==> src/rtl/clock_edge_monitor.sv <==
// ---------------------------------------------------------------------------
// clock_edge_monitor
//
// Receive-side companion to the board clock divider. A slow toggling signal
// from another clock domain (or a pin) is synchronised into clk_in. Each
// synchronised edge produces a one-cycle rise or fall pulse. The distance
// between successive edges is measured in clk_in cycles and compared against
// the expected divider setting. A small FSM reports lock once enough
// consecutive intervals fall within tolerance. It also raises a sticky
// "lost" flag whenever an established lock is dropped.
//
// Ports:
//   clk_in        system clock
//   rst           asynchronous, active-high reset
//   sig_in        slow signal, asynchronous to clk_in
//   clear_lost    single-cycle clear of the sticky lost flag
//   rise_pulse    one-cycle pulse per synchronised rising edge
//   fall_pulse    one-cycle pulse per synchronised falling edge
//   half_period   last measured edge-to-edge interval in clk_in cycles
//   period_valid  one-cycle pulse when half_period updates
//   locked        high while the interval is stable within tolerance
//   lost          sticky: lock was lost since the last clear
// ---------------------------------------------------------------------------
module clock_edge_monitor #(
    parameter int EXP_HALF_PERIOD = 25_000_000,
    parameter int TOL             = 1024,
    parameter int LOCK_COUNT      = 4,
    parameter int SYNC_STAGES     = 2,
    localparam int MAX            = EXP_HALF_PERIOD + TOL + 1,
    localparam int CW             = $clog2(MAX + 1)
) (
    input  logic          clk_in,
    input  logic          rst,
    input  logic          sig_in,
    input  logic          clear_lost,
    output logic          rise_pulse,
    output logic          fall_pulse,
    output logic [CW-1:0] half_period,
    output logic          period_valid,
    output logic          locked,
    output logic          lost
);

    localparam int GW = $clog2(LOCK_COUNT + 1);

    localparam logic [CW-1:0] MAX_C  = CW'(MAX);
    localparam logic [CW-1:0] LO_C   = CW'((EXP_HALF_PERIOD > TOL) ? (EXP_HALF_PERIOD - TOL) : 0);
    localparam logic [CW-1:0] HI_C   = CW'(EXP_HALF_PERIOD + TOL);
    localparam logic [GW-1:0] LAST_G = GW'(LOCK_COUNT - 1);

    typedef enum logic [1:0] {
        IDLE,
        ACQUIRE,
        LOCKED
    } state_t;

    state_t                 state;
    logic [SYNC_STAGES-1:0] sync_ff;
    logic                   prev_ff;
    logic [CW-1:0]          cnt;
    logic [GW-1:0]          good_cnt;

    logic sync_last;
    logic edge_evt;
    logic timeout;
    logic good_interval;
    logic lose_lock;

    assign sync_last = sync_ff[SYNC_STAGES-1];
    assign edge_evt  = sync_last ^ prev_ff;

    // The counter saturates at MAX. Sitting at MAX without a new edge means
    // the source has stopped toggling. An edge that lands exactly when cnt
    // reaches MAX is still measured, and it is out of tolerance by construction.
    assign timeout       = (cnt == MAX_C) && !edge_evt;
    assign good_interval = (cnt >= LO_C) && (cnt <= HI_C);

    // A lock is lost either by a bad interval or by the source going silent.
    assign lose_lock = (state == LOCKED) && ((edge_evt && !good_interval) || timeout);

    // Synchroniser, edge pulses, interval counter, lock FSM and sticky lost
    // flag all share one register block so that every output is registered
    // and lines up on the same clock edge as the rise/fall pulse.
    always_ff @(posedge clk_in or posedge rst) begin
        if (rst) begin
            state        <= IDLE;
            sync_ff      <= '0;
            prev_ff      <= 1'b0;
            cnt          <= '0;
            good_cnt     <= '0;
            rise_pulse   <= 1'b0;
            fall_pulse   <= 1'b0;
            half_period  <= '0;
            period_valid <= 1'b0;
            locked       <= 1'b0;
            lost         <= 1'b0;
        end else begin
            sync_ff    <= {sync_ff[SYNC_STAGES-2:0], sig_in};
            prev_ff    <= sync_last;
            rise_pulse <= edge_evt & sync_last;
            fall_pulse <= edge_evt & ~sync_last;

            if (edge_evt) begin
                cnt <= CW'(1);
            end else if (cnt != MAX_C) begin
                cnt <= cnt + 1'b1;
            end

            // A new loss outranks a simultaneous clear so the event is never hidden.
            if (lose_lock) begin
                lost <= 1'b1;
            end else if (clear_lost) begin
                lost <= 1'b0;
            end

            period_valid <= 1'b0;

            case (state)
                IDLE: begin
                    // The first edge only starts the timing reference.
                    if (edge_evt) begin
                        state    <= ACQUIRE;
                        good_cnt <= '0;
                    end
                end

                ACQUIRE: begin
                    if (edge_evt) begin
                        half_period  <= cnt;
                        period_valid <= 1'b1;
                        if (good_interval) begin
                            if (good_cnt == LAST_G) begin
                                state    <= LOCKED;
                                locked   <= 1'b1;
                                good_cnt <= '0;
                            end else begin
                                good_cnt <= good_cnt + 1'b1;
                            end
                        end else begin
                            good_cnt <= '0;
                        end
                    end else if (timeout) begin
                        state    <= IDLE;
                        good_cnt <= '0;
                    end
                end

                LOCKED: begin
                    if (edge_evt) begin
                        half_period  <= cnt;
                        period_valid <= 1'b1;
                        if (!good_interval) begin
                            state    <= ACQUIRE;
                            locked   <= 1'b0;
                            good_cnt <= '0;
                        end
                    end else if (timeout) begin
                        state  <= IDLE;
                        locked <= 1'b0;
                    end
                end

                default: begin
                    state    <= IDLE;
                    locked   <= 1'b0;
                    good_cnt <= '0;
                end
            endcase
        end
    end

endmodule

==> config.mk <==
export PLATFORM = sky130hd
export DESIGN_NAME = clock_edge_monitor
export DESIGN_NICKNAME = d
export VERILOG_FILES = /design/src/rtl/clock_edge_monitor.sv
export SDC_FILE = /design/constraint.sdc
export NUM_CORES = 1
export LEC_CHECK = 0
export BUFFER_PORTS_ARGS = -buffer_cell sky130_fd_sc_hd__buf_2
export CORE_ASPECT_RATIO = 1.2
export CORE_MARGIN = 10
export CORE_UTILIZATION = 40
export CTS_BUF_LIST = sky130_fd_sc_hd__clkbuf_4 sky130_fd_sc_hd__clkbuf_8
export DETAILED_ROUTE_END_ITERATION = 10
export PLACE_DENSITY = 0.68
export SETUP_SLACK_MARGIN = 0.4
export SYNTH_ARGS = -nofsm -noshare
export SYNTH_HDL_FRONTEND = slang
export SYNTH_SLANG_ARGS = --single-unit
==> constraint.sdc <==
create_clock -name clk_in -period 3.7 [get_ports clk_in]
set_clock_uncertainty 0.1 [all_clocks]
set_input_delay 0.37 -clock clk_in [delete_from_list [all_inputs] [get_ports clk_in]]
set_output_delay 0.37 -clock clk_in [all_outputs]
set_load 0.01 [all_outputs]
==> results.py, run 1 <==
metrics = {
    "clock_tree": {
        "ctsResizeCount": 0,
        "path_clk_slew_ps": 60,
        "insertion_delay_ps": 340,
        "cts_made_buffers": 9,
        "postCtsSetupBuffers": 0,
        "cts_sinks": 63,
        "root_buffer": "clkbuf_8",
        "htreeDepth": 3,
        "hold_buffers": 0,
        "clockBufferDepth": 2,
        "cts_tree": "yes",
    },
    "worst_setup_path": {
        "cp_top_family": "simple AND/OR/NAND/NOR gates",
        "rr_worst_depth": 6,
        "crit_path_end_kind": "flip-flop",
        "arrival_ps": 3240,
        "path_cells": "or4b_1, or4_4, or4_4, a2111o_1, a2111o_1, nand3_1",
        "ff2ff_setup_slack_ps": 640,
        "cp_slowest_cell": "or4_4",
        "cpPeakStageDelay_ps": 550,
        "r2r-end": "state[0]$_DFFE_PP0P_",
        "required_ps": 3880,
        "critical_path.max_fanout": 6,
        "critPathLaunchType": "flip-flop",
        "critPathKind": "reg2reg",
        "path_buf_inv": 0,
        "rr_startpoint": "cnt[2]$_DFFE_PP0N_",
    },
    "synth": {
        "syn-num-nets": 306,
        "synth_top_cell_by_area": "dfrtp_1",
        "yosysUniqueCellTypes": 43,
        "syn_area_per_cell_um2": 10.3,
        "synth_ff_type": "dfrtp_1",
        "synth_top_area_share_pct": 52.3,
        "synth_cells": 292,
        "ys_top_cells_by_area": "dfrtp_1 52%, mux2_2 6.7%, xnor2_1 4.4%, ha_1 4.2%, nor2_1 4.1%",
        "yosys_register_bits": 63,
        "synth-edff-count": 0,
        "synth_warnings": 0,
        "netlist_area_um2": 3010,
        "yosysSeqAreaShare_pct": 52.3,
        "synthArstFlopShare_pct": 100,
    },
    "detailed_routing": {
        "ant_nets": 0,
        "drt-initial-drc-count": 116,
        "drc": 0,
        "via_per_inst": 5.23,
        "wl_per_cell_um": 14.9,
        "routed_wl_um": 6340,
        "vias": 2223,
        "first_pass_iters": 4,
    },
    "finish": {
        "nets": 344,
        "drive_gt1_share_pct": 23.9,
        "final-seq-area_um2": 1580,
        "num_antenna_cells": 0,
        "fillCellCount": 684,
        "mostFrequentLayoutCells": "63 x dfrtp_1, 33 x nor2_1, 33 x buf_2",
        "multi_input_comb_area_um2": 1310,
        "area_growth_pct": 14.9,
        "layout_commonest_cell": "dfrtp_1",
    },
    "floorplanning": {
        "num_io_pins": 34,
        "chipHeight_um": 115,
        "row_count": 34,
        "fp.dieW_um": 99.2,
        "dieArea_um2": 11400,
        "core_area_um2": 7320,
        "initial_core_util_pct": 41.2,
    },
    "grt": {
        "track_usage_pct": 11.9,
        "grt_max_degree": 43,
        "first_global_vias": 2277,
        "grt.overflow.total": 0,
        "grt_antenna_before_repair": 0,
        "grt_pass1_wl_um": 11000,
    },
    "worst_hold_path": {
        "holdPathStages": 1,
        "hp-class": "in2reg",
        "min_from": "sig_in",
        "min_to": "sync_ff[0]$_DFF_PP0_",
    },
    "power": {
        "cellLeakagePower_nw": 1.65,
        "peakVddDrop_mv": 0.299,
        "power_density_nw_per_um2": 498,
        "power_w": 0.00173,
    },
    "timing": {
        "max_slew_margin_pct": 39.8,
        "fin_crit_sh_pct": 82.8,
        "tightest_slew_ps": 902,
        "slew_violations": 0,
        "tns_ps": 0,
        "rsz0062_at_grt": "no",
        "setup-violations-final": 0,
        "worst_hold_slack_ps": 31.2,
        "max_freq_ghz": 0.327,
        "final_hold_viol_count": 0,
        "period_minus_slack_ps": 3060,
    },
    "place": {
        "portBuffers": 33,
        "gp_congestion": 0.887,
        "dpl.hpwl_um": 4480,
    },
    "run": {
        "maxCapViolations": 0,
    },
    "run_status": {
        "outcome": "finished clean",
    },
}
[where the power goes]
group          internal, W  switching, W
Sequential        0.000735     0.0000387
Clock             0.000262      0.000259
Combinational     0.000171      0.000261
Total              0.00117      0.000559
[per-stage QoR]
stage	area (um^2)	setup slack, ps	utilization [%]	instances
global route	3460	489	47.3	425
detailed placement	3300	654	45.0	409
floorplan	3010	762	-	292
global placement	3300	700	45.0	409
finish	3460	638	47.3	425
CTS	3460	626	47.3	425
[how the worst max path moves through the flow]
stage | start | to | cells after the start
3_5_place_dp | cnt[2]$_DFFE_PP0N_ | state[0]$_DFFE_PP0P_ | 6
2_1_floorplan | cnt[15]$_DFFE_PP0N_ | state[0]$_DFFE_PP0P_ | 6
6_report | cnt[2]$_DFFE_PP0N_ | state[0]$_DFFE_PP0P_ | 6
5_1_grt | cnt[2]$_DFFE_PP0N_ | good_cnt[2]$_DFFE_PP0P_ | 6
4_1_cts | cnt[2]$_DFFE_PP0N_ | state[0]$_DFFE_PP0P_ | 6
3_3_place_gp | cnt[2]$_DFFE_PP0N_ | state[0]$_DFFE_PP0P_ | 6
[synthesized netlist by cell type, types with 3 or more instances]
cell       n
nand4_1    7
a211oi_1   4
xor2_1     7
inv_1     19
nor4_1     4
clkbuf_1  13
xnor2_1   15
o21ai_0   13
a21o_1     3
a21oi_1    5
mux2_2    18
ha_1      10
dfrtp_1   63
nor2_1    33
nor3_1     7
nand3_1   11
nand2_1   27
[state kept, by name, indices dropped and copies added, names as in the netlist, 2 cells and up]
signal,cells
cnt,25
half_period,25
good_cnt,3
state,2
sync_ff,2
[cell families (layout without fill, tap and decap cells)]
logic type | after synthesis | in the layout | synth area share, %
adder cells (fa/ha/maj) | 10 | 10 | 4.15
multiplexers | 18 | 18 | 6.72
AND/OR/NAND/NOR | 104 | 104 | 16.5
flip-flops | 63 | 63 | 52.3
XOR/XNOR | 22 | 22 | 6.39
AO/OA/AOI/OAI | 42 | 42 | 9.80
buffers and inverters | 33 | 76 | 4.11
[area by class of cell]
class,count,area share [%]
inverter,20,2.17
timing repair buffer,40,6.28
clock buffer,12,4.23
tap,90,3.25
clock inverter,4,0.650
sequential,63,45.5
multi-input combinational,196,37.9
[per-layer routing]
metal	part of all wire (%)	wire length (um)	global-route usage, %
met2	46	2920	18.3
met3	6.1	384	4.68
met1	46	2900	14.4
met4	2.0	128	5.55
met5	0	0	0
Note: power is estimated with default switching activity, not from simulation.
==> run 2: changes to the inputs <==
==> constraint.sdc (replaced) <==
create_clock -name clk_in -period 3.1 [get_ports clk_in]
set_clock_uncertainty 0.1 [all_clocks]
set_input_delay 0.31 -clock clk_in [delete_from_list [all_inputs] [get_ports clk_in]]
set_output_delay 0.31 -clock clk_in [all_outputs]
set_load 0.01 [all_outputs]
==> results.py, run 2 (synthesis gave the netlist of run 1 again) <==
metrics = {
    "detailed_routing": {
        "wl_per_cell_um": 15.4,
        "ant_nets": 0,
        "via_per_inst": 5.27,
        "vias": 2305,
        "wl_met3_um": 385,
        "routed_wl_um": 6720,
        "drt-initial-drc-count": 117,
        "drc": 0,
        "route.met2.wl_um": 3320,
        "route.layer.met1.wl_um": 2840,
        "first_pass_iters": 4,
        "top_layer_used": "met4",
    },
    "clock_tree": {
        "cts_tree": "yes",
        "clockBufferDepth": 2,
        "insertion_delay_ps": 340,
        "path_clk_slew_ps": 70,
        "cts_made_buffers": 9,
        "cts_sinks": 63,
        "htreeDepth": 3,
        "root_buffer": "clkbuf_8",
    },
    "grt": {
        "first_global_vias": 2394,
        "grt.overflow.total": 0,
        "grt_antenna_before_repair": 0,
        "grt_pass1_wl_um": 11500,
        "grt_max_degree": 35,
        "track_usage_pct": 12.4,
    },
    "worst_setup_path": {
        "cp_slowest_cell": "or4_1",
        "critPathLaunchType": "flip-flop",
        "path_buf_inv": 0,
        "critPathKind": "reg2reg",
        "critical_path.max_fanout": 5,
        "required_ps": 3220,
        "cp_top_family": "simple AND/OR/NAND/NOR gates",
        "path_cells": "or4b_1, or4_4, or4_1, a221oi_1, a2bb2oi_1, nand3_1",
        "arrival_ps": 3110,
        "cpPeakStageDelay_ps": 670,
        "crit_path_end_kind": "flip-flop",
    },
    "finish": {
        "area_growth_pct": 20.1,
        "mostFrequentLayoutCells": "63 x dfrtp_1, 33 x nor2_1, 33 x buf_2",
        "nets": 357,
        "drive_gt1_share_pct": 27.7,
        "reg_top3": "cnt: 25 flops, half_period: 25 flops, good_cnt: 3 flops",
        "final_core_util_pct": 49.5,
        "layout_commonest_cell": "dfrtp_1",
        "num_antenna_cells": 0,
        "final_area_um2": 3620,
    },
    "timing": {
        "tns_ps": 0,
        "tightest_slew_ps": 769,
        "setup-violations-final": 0,
        "fin_crit_sh_pct": 96.5,
        "slew_violations": 0,
        "period_minus_slack_ps": 2990,
        "max_freq_ghz": 0.334,
        "rsz0062_at_grt": "yes",
        "fin_ws_ps": 108,
        "max_slew_margin_pct": 48.4,
        "final_hold_viol_count": 0,
    },
    "power": {
        "peakVddDrop_mv": 0.273,
        "cellLeakagePower_nw": 1.72,
        "power_w": 0.00209,
        "power_density_nw_per_um2": 576,
    },
    "place": {
        "pre_cts_ws_ps": 76.7,
        "gp_congestion": 0.846,
        "place_area_um2": 3330,
        "dpl.hpwl_um": 4720,
        "portBuffers": 33,
    },
    "floorplanning": {
        "fp.dieW_um": 99.2,
        "initial_core_util_pct": 41.2,
        "num_io_pins": 34,
        "chipHeight_um": 115,
        "dieArea_um2": 11400,
        "row_count": 34,
        "core_area_um2": 7320,
    },
    "run": {
        "maxCapViolations": 0,
    },
    "worst_hold_path": {
        "hp-class": "in2reg",
    },
    "run_status": {
        "outcome": "finished clean",
    },
}
[run 2: where the power goes]
group,total (W),switching (W),internal [W]
Sequential,0.000920,0.0000425,0.000878
Clock,0.000611,0.000300,0.000312
Combinational,0.000554,0.000337,0.000218
Total,0.00209,0.000679,0.00141
[run 2: layout make-up]
cell class / instances / area, um^2
Inverter: 20 / 75.1
Timing Repair Buffer: 53 / 324
Clock buffer: 11 / 145
Fill cell: 683 / 3700
Clock inverter: 4 / 22.5
Tap cell: 90 / 113
Sequential cell: 63 / 1580
Multi-Input combinational cell: 196 / 1370
[run 2: worst paths after layout]
path                                      startpoint                           to  slack [ps]  depth (start not counted)
worst max-delay path             cnt[15]$_DFFE_PP0N_         state[0]$_DFFE_PP0P_         110                          6
max in group asynchronous                        rst  half_period[11]$_DFFE_PP0P_        1750                          4
worst min-delay path                      clear_lost             lost$_DFFE_PP0P_          70                          2
min in group asynchronous                        rst       period_valid$_DFF_PP0_         460                          3
worst max register to register   cnt[15]$_DFFE_PP0N_         state[0]$_DFFE_PP0P_         110                          6
worst min register to register  sync_ff[0]$_DFF_PP0_         sync_ff[1]$_DFF_PP0_         250                          0
[run 2: routing by layer]
metal	up-vias	global-route usage (%)
li1	1105	-
met1	1128	13.4
met2	56	20.8
met3	16	4.26
met4	0	7.27
met5	-	0
[run 2: timing repair]
item,CTS,global route
setup buffers,6,1
gates cloned,0,0
gates resized for setup,3,5
hold buffers,2,0
hold endpoints to repair,25,0
pin swaps,4,5
setup endpoints to repair,7,7
[run 2: per-stage QoR]
stage / instances / hold slack, ps
floorplan: 292 / 231
global placement: 413 / 232
detailed placement: 413 / 238
CTS: 436 / 49.5
global route: 437 / 53.2
finish: 437 / 67.9
